==> src/rtl/instr_queue_pkg.sv <==
// rtl/instr_queue_pkg.sv - shared types and helpers for the fetch-side instruction queue
// Falls back to 32-bit widths only when the shared fetch definitions have not been seen.
`ifndef IWIDTH
`define IWIDTH 32
`endif
`ifndef PC_WIDTH
`define PC_WIDTH 32
`endif

package instr_queue_pkg;

   localparam int unsigned IQ_IWIDTH   = `IWIDTH;
   localparam int unsigned IQ_PC_WIDTH = `PC_WIDTH;

   typedef struct packed {
      logic [IQ_IWIDTH-1:0]   instr;
      logic [IQ_PC_WIDTH-1:0] pc;
   } iq_entry_t;

   // Free slots must exceed the fetches that may still land, so nothing in flight can overflow.
   function automatic logic iq_has_credit(input int unsigned depth,
                                          input int unsigned count,
                                          input int unsigned inflight);
      return (depth - count) > inflight;
   endfunction

endpackage

==> src/rtl/iq_fifo_mem.sv <==
// rtl/iq_fifo_mem.sv - DEPTH-entry register array, one write port, asynchronous read
module iq_fifo_mem
   import instr_queue_pkg::*;
#(
   parameter int unsigned DEPTH = 4,
   parameter int unsigned AW    = $clog2(DEPTH)
) (
   input  logic            clk,
   input  logic            wr_en,
   input  logic [AW-1:0]   wr_addr,
   input  iq_entry_t       wr_data,
   input  logic [AW-1:0]   rd_addr,
   output iq_entry_t       rd_data
);

   iq_entry_t mem_q [DEPTH];
   iq_entry_t mem_d [DEPTH];

   always_comb begin
      mem_d = mem_q;
      if (wr_en) begin
         mem_d[wr_addr] = wr_data;
      end
   end

   // Contents are not reset; the queue masks every slot that is not occupied.
   always_ff @(posedge clk) begin
      mem_q <= mem_d;
   end

   assign rd_data = mem_q[rd_addr];

endmodule

==> src/rtl/instr_queue.sv <==
// rtl/instr_queue.sv - fetch-side instruction FIFO with credit back-pressure and redirect flush
module instr_queue
   import instr_queue_pkg::*;
#(
   parameter int unsigned DEPTH    = 4,
   parameter int unsigned INFLIGHT = 2
) (
   input  logic                               iq_clk,
   input  logic                               iq_rst,
   input  logic                               iq_i_ce,
   input  logic [IQ_IWIDTH-1:0]               iq_i_instr,
   input  logic [IQ_PC_WIDTH-1:0]             iq_i_pc,
   input  logic                               iq_i_flush,
   input  logic                               iq_i_stall,
   output logic                               iq_o_fetch_ce,
   output logic                               iq_o_ce,
   output logic [IQ_IWIDTH-1:0]               iq_o_instr,
   output logic [IQ_PC_WIDTH-1:0]             iq_o_pc,
   output logic [$clog2(DEPTH+1)-1:0]         iq_o_count,
   output logic                               iq_o_overflow
);

   localparam int unsigned AW = $clog2(DEPTH);
   localparam int unsigned CW = $clog2(DEPTH + 1);
   localparam int unsigned DW = (INFLIGHT > 0) ? $clog2(INFLIGHT + 1) : 1;

   localparam logic [CW-1:0] DEPTH_C    = CW'(DEPTH);
   localparam logic [DW-1:0] INFLIGHT_C = DW'(INFLIGHT);

   logic [AW-1:0] rd_ptr_q, rd_ptr_d;
   logic [AW-1:0] wr_ptr_q, wr_ptr_d;
   logic [CW-1:0] count_q, count_d;
   logic [DW-1:0] drop_q, drop_d;
   logic          overflow_q, overflow_d;
   logic          fetch_ce_q, fetch_ce_d;

   logic          head_valid;
   logic          pop;
   logic          free;
   logic          drop_active;
   logic          accept;
   logic          push;

   iq_entry_t     wr_entry;
   iq_entry_t     rd_entry;

   always_comb begin
      head_valid  = (count_q != '0);
      pop         = head_valid & ~iq_i_stall;
      free        = (count_q != DEPTH_C) | pop;
      drop_active = (drop_q != '0);
      accept      = iq_rst & iq_i_ce & ~iq_i_flush & ~drop_active;
      push        = accept & free;

      rd_ptr_d    = rd_ptr_q;
      wr_ptr_d    = wr_ptr_q;
      count_d     = count_q;
      drop_d      = drop_active ? (drop_q - DW'(1)) : drop_q;
      overflow_d  = overflow_q | (accept & ~free);

      if (iq_i_flush) begin
         // Redirect: everything queued or still in the fetch pipe is wrong-path.
         rd_ptr_d = '0;
         wr_ptr_d = '0;
         count_d  = '0;
         drop_d   = INFLIGHT_C;
      end else begin
         if (pop) begin
            rd_ptr_d = rd_ptr_q + AW'(1);
         end
         if (push) begin
            wr_ptr_d = wr_ptr_q + AW'(1);
         end
         case ({push, pop})
            2'b10:   count_d = count_q + CW'(1);
            2'b01:   count_d = count_q - CW'(1);
            default: count_d = count_q;
         endcase
      end

      fetch_ce_d = ~iq_i_flush & iq_has_credit(DEPTH, 32'(count_d), INFLIGHT);
   end

   always_ff @(posedge iq_clk) begin
      if (!iq_rst) begin
         rd_ptr_q   <= '0;
         wr_ptr_q   <= '0;
         count_q    <= '0;
         drop_q     <= '0;
         overflow_q <= 1'b0;
         fetch_ce_q <= 1'b0;
      end else begin
         rd_ptr_q   <= rd_ptr_d;
         wr_ptr_q   <= wr_ptr_d;
         count_q    <= count_d;
         drop_q     <= drop_d;
         overflow_q <= overflow_d;
         fetch_ce_q <= fetch_ce_d;
      end
   end

   assign wr_entry.instr = iq_i_instr;
   assign wr_entry.pc    = iq_i_pc;

   iq_fifo_mem #(
      .DEPTH   (DEPTH),
      .AW      (AW)
   ) u_mem (
      .clk     (iq_clk),
      .wr_en   (push),
      .wr_addr (wr_ptr_q),
      .wr_data (wr_entry),
      .rd_addr (rd_ptr_q),
      .rd_data (rd_entry)
   );

   assign iq_o_ce       = head_valid;
   assign iq_o_instr    = head_valid ? rd_entry.instr : '0;
   assign iq_o_pc       = head_valid ? rd_entry.pc    : '0;
   assign iq_o_count    = count_q;
   assign iq_o_overflow = overflow_q;
   assign iq_o_fetch_ce = fetch_ce_q;

endmodule

==> config.mk <==
export PLATFORM = sky130hd
export DESIGN_NAME = instr_queue
export DESIGN_NICKNAME = d
export VERILOG_FILES = /design/src/rtl/instr_queue_pkg.sv /design/src/rtl/iq_fifo_mem.sv /design/src/rtl/instr_queue.sv
export SDC_FILE = /design/constraint.sdc
export NUM_CORES = 1
export LEC_CHECK = 0
export CORE_MARGIN = 10
export CORE_UTILIZATION = 49
export CTS_CLUSTER_DIAMETER = 150
export DETAILED_ROUTE_END_ITERATION = 16
export PLACE_DENSITY = 0.8
export SETUP_SLACK_MARGIN = 0.2
export SYNTH_ARGS = -nofsm -noshare
export SYNTH_HDL_FRONTEND = slang
export SYNTH_SLANG_ARGS = --single-unit
==> constraint.sdc <==
create_clock -name iq_clk -period 3.35 [get_ports iq_clk]
set_clock_uncertainty 0.1 [all_clocks]
set_input_delay 0.5025 -clock iq_clk [delete_from_list [all_inputs] [get_ports iq_clk]]
set_output_delay 0.5025 -clock iq_clk [all_outputs]
set_load 0.01 [all_outputs]
# Word level (Yosys, flattened, before mapping)

Index checks and enable logic that the tools add are counted.

Register bits: 267
Input bits: 69
Output and inout bits: 70
Logic and storage cells: 61

$add $sub $neg: 6
Magnitude comparators: 4
Equal/unequal tests: 3
Muxes and demuxes: 12
Bitwise logic cells: 16
Reduce and logical (&&, ||, !) cells: 5

Operators by type and width:

| operator                                                                         | count |
|---|---|
| 256-bit bitwise mux                                                              | 1 |
| 64-bit two-way mux                                                               | 3 |
| 64-bit binary-select mux with 2-bit select                                       | 1 |
| 64-bit demux with 2-bit select                                                   | 1 |
| 32-bit two-way mux                                                               | 2 |
| 32-bit by 2-bit greater-than comparator with 1-bit output, second input constant | 1 |
| 1-bit AND                                                                        | 7 |
| 3-bit greater-or-equal comparator, second input constant                         | 2 |
| 2-bit inverter with 3-bit output                                                 | 2 |
| 3-bit one-hot mux with 2 select lines                                            | 1 |
| 1-bit inverter                                                                   | 5 |
| 2-bit by 1-bit adder with 2-bit output, second input constant                    | 2 |
| 2-bit two-way mux                                                                | 2 |
| 2-bit nonzero test                                                               | 2 |
| 3-bit by 3-bit subtractor with 4-bit output, first input constant                | 1 |
| 3-bit by 1-bit adder with 3-bit output, second input constant                    | 1 |
| 3-bit by 1-bit less-than comparator with 1-bit output, second input constant     | 1 |
| 3-bit two-way mux                                                                | 1 |
| 3-bit inequality test, second input constant                                     | 1 |
| 3-bit nonzero test                                                               | 1 |
| 3-bit by 1-bit subtractor with 3-bit output, second input constant               | 1 |
| 2-bit by 1-bit equality test with 1-bit output, second input constant            | 1 |
| 2-bit equality test, second input constant                                       | 1 |
| 1-bit bitwise OR                                                                 | 2 |
| other kinds (3)                                                                  | 3 |

# Depth between registers and ports, before layout

Gate-level depths: netlist of the first run.

Depth in word-level cells: 10
Gate-level depth with buffers: 13
Depth with buffers taken out: 12

# Cells and area by module

Synthesis of the first run repeated with hierarchy kept, for this count alone.

Cells, all modules: 485
Area, all modules: 10432.5 µm²

Modules (own cells, without submodules):

| module      | times used | cells each | area an instance (µm²) | seq. area each (µm²) |
|---|---|---|---|---|
| iq_fifo_mem | 1          | 338        | 9341.5                 | 7687.4 |
| instr_queue | 1          | 147        | 1091.0                 | 220.2 |

# Worst setup path after synthesis of the first run

Ideal clock, no wire load.

Kind: input port to flip-flop
From: in iq_i_flush
To: reg u_mem.mem_q[0] (netlist name), enable pin
Setup time: 429 ps
Arrival time: 2717 ps
Required time: 2821 ps
Path slack: 104 ps
Stages: 5
Buffers on the path: 1
Path through: and2b_1 > nand3_4 > nor2b_1 > buf_2 > and2_1

Cells in the longest elaborated chain, start to end: 4

RTL lines:

| element                | RTL line          | source |
|---|---|---|
| from (decl)            | instr_queue.sv:13 | `input logic iq_i_flush,` |
| 1-bit inverter         | instr_queue.sv:52 | `accept = iq_rst & iq_i_ce & ~iq_i_flush & ~drop_active;` |
| 1-bit AND (2 in a row) | instr_queue.sv:52 |  |
| 1-bit AND              | instr_queue.sv:53 | `push = accept & free;` |
| to (signal assigned)   | iq_fifo_mem.sv:28 | `mem_q <= mem_d;` |
| to (decl)              | iq_fifo_mem.sv:16 | `iq_entry_t mem_q [DEPTH];` |

Every way passes these cells.
A chain may end at the register's enable or synchronous reset.

# Worst setup path after layout of the first run

From: reg count_q[2] (netlist: iq_o_count[2])
To: reg fetch_ce_q (netlist: iq_o_fetch_ce)

Cells in the longest elaborated chain, start to end: 10
Elaborated cells on any way between the ends: 14
Those cells by class: 3 x add/sub; 1 x order compare; 3 x eq/ne; 2 x mux; 4 x bitwise; 1 x reduce/logical

RTL lines:

| element                                                                               | RTL line              | source |
|---|---|---|
| from (decl)                                                                           | instr_queue.sv:32     | `logic [CW-1:0] count_q, count_d;` |
| from (signal assigned)                                                                | instr_queue.sv:95     | `count_q <= count_d;` |
| 3-bit nonzero test                                                                    | instr_queue.sv:48     | `head_valid = (count_q != '0);` |
| 1-bit AND                                                                             | instr_queue.sv:49     | `pop = head_valid & ~iq_i_stall;` |
| 1-bit bitwise OR                                                                      | instr_queue.sv:50     | `free = (count_q != DEPTH_C) \| pop;` |
| 1-bit AND                                                                             | instr_queue.sv:53     |  |
| 2-bit by 1-bit equality test with 1-bit output or 2-bit equality test (tied branches) | instr_queue.sv:74     | `case ({push, pop})` |
| 3-bit one-hot mux with 2 select lines *                                               | instr_queue.sv:74     |  |
| 3-bit two-way mux *                                                                   | instr_queue.sv:61     | `if (iq_i_flush) begin` |
| 3-bit by 3-bit subtractor with 4-bit output *                                         | instr_queue_pkg.sv:24 | `return (depth - count) > inflight;` |
| 32-bit by 2-bit greater-than comparator with 1-bit output *                           | instr_queue_pkg.sv:24 |  |
| 1-bit AND *                                                                           | instr_queue.sv:81     | `fetch_ce_d = ~iq_i_flush & iq_has_credit(DEPTH, 32'(count_d), INFLIGHT);` |
| to (signal assigned)                                                                  | instr_queue.sv:98     | `fetch_ce_q <= fetch_ce_d;` |
| to (decl)                                                                             | instr_queue.sv:35     | `logic fetch_ce_q, fetch_ce_d;` |

Every way passes the cells marked *; elsewhere a longest branch is shown, timed or not.

==> impl_metrics.py, run 1 <==
metrics = {
    "timing": {
        "fin_ws_ns": 0.213,
        "fin_crit_ns": 3.14,
        "tns_ns": 0,
        "worst_pin_slew_ns": 0.456,
        "report.final.slew_viol_count": 0,
        "relSlewSlack_pct": 69.6,
        "setup_viol": 0,
        "final.period_utilization_pct": 93.6,
        "fmax_mhz": 319,
        "rsz0062_at_grt": "no",
        "hold_violations": 0,
    },
    "drt": {
        "via_per_inst": 5.35,
        "vias": 5108,
        "first_pass_iters": 4,
        "wl_per_cell_um": 21.8,
        "drt_iter0_markers": 288,
        "wirelength_um": 20800,
        "route.detailed.drc": 0,
        "antenna_left": 0,
    },
    "grt": {
        "antenna_found_initial": 3,
        "grt_pass1_wl_um": 31900,
        "grt_overflow": 0,
        "grt.total_usage_pct": 14.9,
        "grt_max_degree": 66,
        "first_global_vias": 5660,
    },
    "critical_path": {
        "worstPathArrival_ns": 3.47,
        "r2r-end": "iq_o_fetch_ce$_SDFF_PN0_",
        "max_stage_delay_ns": 0.57,
        "reg2reg_depth": 12,
        "rr_startpoint": "iq_o_count[2]$_SDFF_PN0_",
        "slowest_stage": "fa_1",
        "regToRegSetupSlack_ns": 0.21,
        "cp_max_fo": 5,
        "cp.required_ns": 3.68,
        "worst-setup-path-type": "register to register",
        "cp-start-kind": "register",
        "crit_path_end_kind": "register",
        "path_cells": "or3_4 -> nor2b_4 -> and2_4 -> fa_1 -> mux2i_1 -> or2_1 -> ha_4 -> nand3b_1 -> nor2_1 -> a32o_1 -> a211o_1 -> a21oi_2",
    },
    "floorplanning": {
        "start_util_pct": 49.5,
        "row_count": 53,
        "io_pins": 139,
        "core-area_um2": 21000,
        "die_y_um": 165,
        "die-area_um2": 27400,
        "die_x_um": 165,
    },
    "yosys": {
        "synthFlopType": "edfxtp_1",
        "yosysTopAreaCell": "edfxtp_1",
        "synthAdderAreaFrac_pct": 0.917,
        "synth_top_family_by_area": "multiplexers",
        "synthCells": 485,
        "synth_area_leaders": "edfxtp_1 74%, mux4_2 14%, and2_1 4.2%, dfxtp_1 2.1%, ha_1 0.72%",
        "ys_seq_area_share_pct": 76.2,
        "avgSynthCellArea_um2": 21.4,
        "syn-cell-area_um2": 10400,
        "ys_warn_count": 0,
        "synth-compound-area-share_pct": 1.04,
        "synth-seq-cells": 267,
        "synth_enable_flop_cells": 256,
        "ys_async_sr_fraction_pct": 0,
        "synthDistinctLibCells": 36,
        "synthMuxAreaShare_pct": 14.3,
        "synthSimpleGateAreaFrac_pct": 5.96,
        "synth_top_area_share_pct": 74.1,
        "synth-xor-area-share_pct": 0.422,
        "syn_nets": 561,
    },
    "cts": {
        "ctsHoldBuffers": 0,
        "cts_max_level": 1,
        "clk_pin_slew_ns": 0.06,
        "clock_latency_ns": 0.50,
        "cts_root_buffer": "clkbuf_16",
        "cts.sinks": 267,
        "cts_buffers": 26,
        "cts_tree": "built",
        "cts_buffer_depth": 3,
    },
    "power": {
        "p_leak_nw": 4.23,
        "power.density_nw_per_um2": 515,
        "power_w": 0.00685,
        "ir_worst_vdd_mv": 0.484,
    },
    "layout": {
        "num-fill-cells": 1441,
        "nets": 736,
        "area_growth_pct": 28.1,
        "drive_gt1_share_pct": 22.2,
    },
    "place": {
        "post-place-ws_ns": -0.0442,
        "routabilityCongestion": 0.803,
        "dp_hpwl_um": 13100,
        "io_buffers": 138,
    },
    "worst_hold_path": {
        "min_path_cells": 1,
        "hold_path.class": "register to register",
        "worstHoldStart": "iq_o_overflow$_SDFF_PN0_",
        "hold_end": "iq_o_overflow$_SDFF_PN0_",
    },
    "run": {
        "maxCapViolCount": 0,
    },
    "run_status": {
        "status": "finished, final reports clean",
    },
}
-- flip-flops by register name (all words and copies together) (netlist names) --
signal / count
wr_ptr_q: 2
rd_ptr_q: 2
iq_o_overflow: 1
iq_o_count: 3
u_mem.mem_q: 256
drop_q: 2
iq_o_fetch_ce: 1
-- synthesized netlist by cell type (2+ instances only) --
cell type and n:
a21oi_1 4, and2_1 70, buf_2 9, clkbuf_1 14, dfxtp_1 11, edfxtp_1 256, ha_1 6, inv_1 2
mux2i_1 2, mux4_2 64, nand2_1 2, nand2b_1 4, nand3_1 2, nor2_1 11, nor2b_1 2, nor3b_1 2
o21ai_0 2, xnor2_1 3, xor2_1 2
-- stage by stage --
stage | utilization (%) | hold slack [ns] | instance area (um2) | std cells
after floorplan | - | 0.363 | 10400 | 485
after global placement | 58.8 | 0.357 | 12300 | 898
after CTS | 63.0 | 0.376 | 13200 | 945
final | 63.4 | 0.371 | 13300 | 954
after detailed placement | 58.8 | 0.354 | 12300 | 898
after global routing | 63.4 | 0.412 | 13300 | 952
-- cell families after synthesis --
logic type	Yosys count
buffers and inverters	26
DFF	267
muxes	67
and+or+nand+nor	100
xor gates and xnor gates	5
adders and majority gates	7
AOI/OAI and AO/OA	13
-- report_power, final --
| part | switching [W] | internal (W) |
|---|---|---|
| sequential | 0.00000800 | 0.00368 |
| clock | 0.00112 | 0.00177 |
| combinational | 0.000119 | 0.000154 |
| total | 0.00124 | 0.00561 |
-- critical path, delay by kind of cell, from the launching register on --
family | cells | cell delay (ns)
and+or+nand+nor | 6 | 1.11
adders and majority gates | 2 | 0.75
AOI/OAI and AO/OA | 3 | 0.64
DFF | 1 | 0.36
muxes | 1 | 0.10
-- cell type report --
class	count	area (um2)	share of cell area (%)
well taps	275	344	2.59
repair buffers	171	1770	13.4
inverters	2	7.51	0.0565
flip-flops and latches	267	7920	59.6
clock buffers	34	702	5.28
diodes	2	5.00	0.0377
clock inverters	11	154	1.16
multi-input cells	192	2380	17.9
-- cell usage in the layout (no fill, tap or decap), drive strengths merged --
master / synthesis / layout
o21a: 1 / 1
ha: 6 / 6
xnor2: 3 / 3
o311a: 1 / 1
nor2b: 3 / 3
a41o: 1 / 1
dfxtp: 11 / 11
clkinv: 0 / 6
and2: 70 / 70
inv: 2 / 2
buf: 10 / 33
a2bb2oi: 1 / 1
a21oi: 4 / 4
nand2b: 4 / 4
nand3b: 1 / 1
mux4: 64 / 64
fa: 1 / 1
diode: 0 / 2
or3: 1 / 1
a211o: 1 / 1
or2: 1 / 1
o21ai: 2 / 2
nor2: 11 / 11
bufinv: 0 / 4
clkdlybuf4s50: 0 / 138
clkbuf: 14 / 34
o41ai: 1 / 1
clkinvlp: 0 / 1
xor2: 2 / 2
a32o: 1 / 1
edfxtp: 256 / 256
mux2i: 3 / 3
nor3: 1 / 1
nor3b: 2 / 2
nand3: 3 / 3
and2b: 1 / 1
nand2: 2 / 2
-- metal layers --
| metal | wire length (um) | vias to the layer above | track usage, % |
|---|---|---|---|
| met2 | 10700 | 144 | 25.5 |
| met1 | 8360 | 2631 | 18.6 |
| met3 | 1460 | 27 | 4.02 |
| met4 | 290 | 2 | 3.23 |
| met5 | 13 | - | 0 |
| li1 | - | 2304 | - |
-- what timing repair did --
item,CTS,global route
gates resized for setup,2,9
pin swaps,0,5
endpoints found under the setup margin,64,54
buffers inserted,2,7
gates cloned,0,0
-- how the worst max path moves through the flow --
| stage | from | cells after the start | end | slack [ns] |
|---|---|---|---|---|
| 2_1_floorplan | iq_o_count[2]$_SDFF_PN0_ | 13 | iq_o_fetch_ce$_SDFF_PN0_ | 0.39 |
| 3_3_place_gp | iq_i_flush | 13 | iq_o_fetch_ce$_SDFF_PN0_ | 0.06 |
| 3_5_place_dp | iq_i_flush | 13 | iq_o_fetch_ce$_SDFF_PN0_ | -0.04 |
| 4_1_cts | iq_o_count[2]$_SDFF_PN0_ | 12 | iq_o_fetch_ce$_SDFF_PN0_ | 0.20 |
| 5_1_grt | iq_o_count[2]$_SDFF_PN0_ | 12 | iq_o_fetch_ce$_SDFF_PN0_ | 0.12 |
| 6_report | iq_o_count[2]$_SDFF_PN0_ | 12 | iq_o_fetch_ce$_SDFF_PN0_ | 0.21 |
Power figures use the tool's default switching activity.
==> inputs of run 2 (changes only) <==
--- a/config.mk
+++ b/config.mk
@@ -5,7 +5,7 @@
 export SDC_FILE = /design/constraint.sdc
 export NUM_CORES = 1
 export LEC_CHECK = 0
-export CORE_MARGIN = 10
+export CORE_ASPECT_RATIO = 0.7
 export CORE_UTILIZATION = 49
 export CTS_CLUSTER_DIAMETER = 150
 export DETAILED_ROUTE_END_ITERATION = 16
==> impl_metrics.py, run 2 (same netlist as run 1, synthesis figures left out) <==
metrics = {
    "layout": {
        "drive_gt1_share_pct": 20.4,
        "register_area_um2": 7920,
        "largest_register_ffs": 256,
        "n_antenna_cell": 0,
        "mostFrequentLayoutCells": "256 x edfxtp_1, 138 x clkdlybuf4s50_1, 66 x and2_1, 64 x mux4_2, 26 x clkbuf_16",
        "fin_area_um2": 13200,
        "multi_input_area_um2": 2360,
        "top_register": "u_mem.mem_q",
        "num-fill-cells": 1390,
        "nets": 725,
        "layout_commonest_cell": "edfxtp_1",
        "area_growth_pct": 26.8,
    },
    "timing": {
        "worst_pin_slew_ns": 0.446,
        "report.final.slew_viol_count": 0,
        "fmax_mhz": 327,
        "hold_violations": 0,
        "final.period_utilization_pct": 91.4,
        "holdWs_ns": 0.382,
        "tns_ns": 0,
        "relSlewSlack_pct": 70.3,
        "rsz0062_at_grt": "yes",
        "fin_crit_ns": 3.06,
        "setup_viol": 0,
    },
    "critical_path": {
        "worst-setup-path-type": "register to register",
        "cpLargestDelayFamily": "simple AND/OR/NAND/NOR gates",
        "worstPathArrival_ns": 3.40,
        "crit_path_end_kind": "register",
        "cp-start-kind": "register",
        "cp.required_ns": 3.69,
        "crit_buf_inv": 0,
        "regToRegSetupSlack_ns": 0.29,
        "slowest_stage": "fa_1",
        "path_cells": "or3_4 -> nor2b_4 -> and2_1 -> fa_1 -> mux2i_1 -> or2_1 -> ha_2 -> nand3b_1 -> nor2_1 -> a32o_1 -> a211o_1 -> a21oi_1",
        "cp_max_fo": 7,
        "max_stage_delay_ns": 0.50,
    },
    "drt": {
        "vias": 5212,
        "route.detailed.drc": 0,
        "wirelength_um": 20300,
        "first_pass_iters": 5,
        "antenna_left": 0,
        "via_per_inst": 5.52,
        "drt_iter0_markers": 323,
        "wl_per_cell_um": 21.5,
    },
    "place": {
        "io_buffers": 138,
        "dp_hpwl_um": 11800,
        "dpl-instance-area_um2": 12300,
        "routabilityCongestion": 0.867,
    },
    "power": {
        "p_leak_nw": 4.16,
        "power.density_nw_per_um2": 517,
        "ir_worst_vdd_mv": 0.402,
    },
    "floorplanning": {
        "die_y_um": 124,
        "row_count": 44,
        "die_x_um": 176,
        "start_util_pct": 50.0,
        "io_pins": 139,
        "die-area_um2": 21800,
        "core-area_um2": 20800,
    },
    "grt": {
        "grt_overflow": 0,
        "use_met2_pct": 31.5,
        "grt_max_degree": 66,
        "busiest_layer": "met2",
        "antenna_found_initial": 1,
        "grt_pass1_wl_um": 30700,
        "grt.total_usage_pct": 18.9,
        "use_met1_pct": 25.2,
        "met3_usage_pct": 4.30,
        "first_global_vias": 5524,
    },
    "cts": {
        "clock_latency_ns": 0.52,
        "cts.sinks": 267,
        "cts_tree": "built",
        "clk_pin_slew_ns": 0.06,
        "cts_max_level": 1,
        "cts_buffer_depth": 3,
        "cts_buffers": 25,
        "ctsHoldBuffers": 0,
        "cts_root_buffer": "clkbuf_16",
    },
    "worst_hold_path": {
        "hold_path.class": "register to register",
    },
    "run": {
        "maxCapViolCount": 0,
    },
    "run_status": {
        "status": "finished, final reports clean",
    },
}
run 2: cell types whose count changed in the layout (fill, tap and decap cells not counted), sizes merged:
cell,previous run,this run
buf,33,22
diode,2,0
clkbuf,34,30
inv,2,3
clkinv,6,11
run 2: path summary, 6_finish.rpt:
path         cells past startpoint                        to                     start
min reg2reg                      1  iq_o_overflow$_SDFF_PN0_  iq_o_overflow$_SDFF_PN0_
max                             12  iq_o_fetch_ce$_SDFF_PN0_  iq_o_count[0]$_SDFF_PN0_
min                              1  iq_o_overflow$_SDFF_PN0_  iq_o_overflow$_SDFF_PN0_
max reg2reg                     12  iq_o_fetch_ce$_SDFF_PN0_  iq_o_count[0]$_SDFF_PN0_
run 2: power by group:
| part | switching (W) | internal, W | leakage [nW] | total, W |
|---|---|---|---|---|
| sequential | 0.00000829 | 0.00368 | 2.40 | 0.00369 |
| combinational | 0.000117 | 0.000150 | 1.36 | 0.000267 |
| clock | 0.00116 | 0.00168 | 0.401 | 0.00284 |
| total | 0.00129 | 0.00551 | 4.16 | 0.00680 |
run 2: timing repair:
action,CTS,global route
gates resized for setup,2,3
cloned,0,1
setup endpoints to repair,30,35
setup buffers,0,0
run 2: layer usage:
metal / share of wire, % / routed length, um
met4: 2.7 / 552
met1: 43 / 8720
met5: 0.064 / 13
met2: 48 / 9780
met3: 6.2 / 1250
run 2: per-stage QoR:
step / total power, W / util [%] / cells / setup slack [ns]
3_3_place_gp: 0.00401 / 59.2 / 897 / 0.0197
2_1_floorplan: 0.00385 / - / 485 / 0.386
5_1_grt: 0.00698 / 63.4 / 944 / 0.195
4_1_cts: 0.00685 / 63.2 / 943 / 0.207
3_5_place_dp: 0.00402 / 59.2 / 897 / -0.178
6_report: 0.00680 / 63.4 / 944 / 0.288
run 2: cell type report:
type / count / area share, %
inverters: 2 / 0.0571
clock buffers: 29 / 4.87
well taps: 276 / 2.63
flip-flops and latches: 267 / 60.2
multi-input cells: 192 / 18.0
clock inverters: 17 / 1.39
repair buffers: 161 / 12.9
==> inputs of run 3 (changes only) <==
--- a/config.mk
+++ b/config.mk
@@ -5,7 +5,7 @@
 export SDC_FILE = /design/constraint.sdc
 export NUM_CORES = 1
 export LEC_CHECK = 0
-export CORE_ASPECT_RATIO = 0.7
+export CORE_ASPECT_RATIO = 0.9
 export CORE_UTILIZATION = 49
 export CTS_CLUSTER_DIAMETER = 150
 export DETAILED_ROUTE_END_ITERATION = 16
==> impl_metrics.py, run 3 (same netlist as run 1, synthesis figures left out) <==
metrics = {
    "run_status": {
        "status": "finished, final reports clean",
    },
    "place": {
        "dp_hpwl_um": 11600,
        "routabilityCongestion": 0.884,
        "io_buffers": 138,
        "dp_cells": 904,
    },
    "floorplanning": {
        "start_util_pct": 49.9,
        "die-area_um2": 21800,
        "io_pins": 139,
        "die_y_um": 140,
        "core-area_um2": 20800,
        "row_count": 50,
        "die_x_um": 155,
    },
    "timing": {
        "hold_violations": 0,
        "fin_crit_ns": 3.20,
        "rsz0062_at_grt": "yes",
        "fmax_mhz": 313,
        "report.final.slew_viol_count": 0,
        "relSlewSlack_pct": 70.5,
        "worst_pin_slew_ns": 0.442,
        "setup_viol": 0,
        "final.period_utilization_pct": 95.4,
    },
    "critical_path": {
        "max_stage_delay_ns": 0.59,
        "path_cells": "or3_4 -> nor2b_4 -> and2_4 -> fa_1 -> mux2i_2 -> or2_4 -> ha_4 -> nand3b_1 -> nor2_1 -> a32o_1 -> a211o_1 -> a21oi_2",
        "regToRegSetupSlack_ns": 0.15,
        "slowest_stage": "fa_1",
        "r2r-end": "iq_o_fetch_ce$_SDFF_PN0_",
        "cp_max_fo": 7,
        "cp-start-kind": "register",
        "rr_startpoint": "iq_o_count[2]$_SDFF_PN0_",
        "reg2reg_depth": 12,
        "crit_path_end_kind": "register",
        "worst-setup-path-type": "register to register",
        "cp.required_ns": 3.71,
        "worstPathArrival_ns": 3.55,
    },
    "layout": {
        "nets": 732,
        "layout_commonest_cell": "edfxtp_1",
        "fin_cells": 962,
        "largest_register_ffs": 256,
        "top_register": "u_mem.mem_q",
        "area_growth_pct": 27.8,
        "num-fill-cells": 1412,
        "n_antenna_cell": 0,
        "mostFrequentLayoutCells": "256 x edfxtp_1, 138 x clkdlybuf4s50_1, 65 x and2_1, 64 x mux4_2, 28 x clkbuf_16",
        "drive_gt1_share_pct": 22.5,
    },
    "drt": {
        "vias": 5218,
        "via_per_inst": 5.42,
        "first_pass_iters": 4,
        "wirelength_um": 20300,
        "antenna_left": 0,
        "route.detailed.drc": 0,
        "wl_per_cell_um": 21.1,
        "drt_iter0_markers": 312,
    },
    "worst_hold_path": {
        "hold_end": "iq_o_overflow$_SDFF_PN0_",
        "hold_path.class": "register to register",
        "worstHoldStart": "iq_o_overflow$_SDFF_PN0_",
        "min_path_cells": 1,
    },
    "cts": {
        "cts_root_buffer": "clkbuf_16",
        "clock_latency_ns": 0.53,
        "cts.sinks": 267,
        "ctsHoldBuffers": 0,
        "cts_buffers": 27,
        "cts_tree": "built",
        "cts_max_level": 1,
        "clk_pin_slew_ns": 0.06,
        "cts_buffer_depth": 3,
    },
    "power": {
        "power_w": 0.00670,
        "p_leak_nw": 4.19,
        "power.density_nw_per_um2": 506,
        "ir_worst_vdd_mv": 0.425,
    },
    "grt": {
        "grt.total_usage_pct": 19.0,
        "grt_max_degree": 66,
        "antenna_found_initial": 0,
        "grt_pass1_wl_um": 31200,
        "grt_overflow": 0,
        "first_global_vias": 5571,
    },
    "run": {
        "maxCapViolCount": 0,
    },
}
-- run 3: changes by cell type in the layout (fill, tap and decap cells not counted), sizes merged --
cell,delta
buf,+5
clkinv,+5
bufinv,-3
clkinvlp,+2
clkbuf,-1
-- run 3: timing repair --
action | 4_1_cts | 5_1_grt
cloned | 1 | 1
setup endpoints to repair | 65 | 2
setup buffers | 0 | 7
resized for setup | 6 | 10
pin swaps | 0 | 8
-- run 3: layout make-up --
cell class	instances	area, um2	share of cell area [%]
Inverter	2	7.51	0.0567
Timing Repair Buffer	166	1770	13.3
Clock buffer	28	679	5.13
Clock inverter	21	133	1.00
Sequential cell	267	7920	59.8
Tap cell	286	358	2.70
Multi-Input combinational cell	192	2380	18.0
-- run 3: per-layer routing --
layer	vias to the layer above	part of all wire [%]	track usage (%)
met2	185	52	33.2
met3	36	5.6	3.53
met5	-	0	0
met4	0	2.0	4.08
li1	2308	-	-
met1	2689	40	25.1
-- run 3: worst max-delay path by stage --
stage                                   startpoint                  endpoint  slack (ns)  cells after the start
after global placement                      iq_rst  iq_o_fetch_ce$_SDFF_PN0_       0.006                     13
after detailed placement                    iq_rst  iq_o_fetch_ce$_SDFF_PN0_       -0.22                     13
after CTS                 iq_o_count[0]$_SDFF_PN0_  iq_o_fetch_ce$_SDFF_PN0_        0.22                     12
after global routing      iq_o_count[2]$_SDFF_PN0_  iq_o_fetch_ce$_SDFF_PN0_        0.14                     12
final                     iq_o_count[2]$_SDFF_PN0_  iq_o_fetch_ce$_SDFF_PN0_        0.15                     12
after floorplan           iq_o_count[2]$_SDFF_PN0_  iq_o_fetch_ce$_SDFF_PN0_        0.39                     13
-- run 3: worst max-delay path: cells and delay by family, from the launching register on --
kind                     cells  cell delay (ns)
AND/OR/NAND/NOR              6             1.18
flip-flops                   1             0.37
adder cells (fa/ha/maj)      2             0.76
AO/OA/AOI/OAI                3             0.58
multiplexers                 1             0.12
-- run 3: power breakdown --
part	total, W	internal, W	switching (W)
clock network	0.00274	0.00155	0.00120
registers	0.00369	0.00368	0.00000788
logic	0.000270	0.000154	0.000116
-- run 3: through the flow --
stage	utilization (%)	setup slack (ns)	TNS (ns)	instance area (um2)	hold slack [ns]
2_1_floorplan	-	0.386	0	10400	0.363
3_3_place_gp	59.2	0.00584	0	12300	0.363
3_5_place_dp	59.2	-0.221	-0.221	12300	0.376
4_1_cts	63.3	0.217	0	13100	0.396
5_1_grt	63.8	0.135	0	13300	0.424
6_report	63.8	0.154	0	13300	0.395
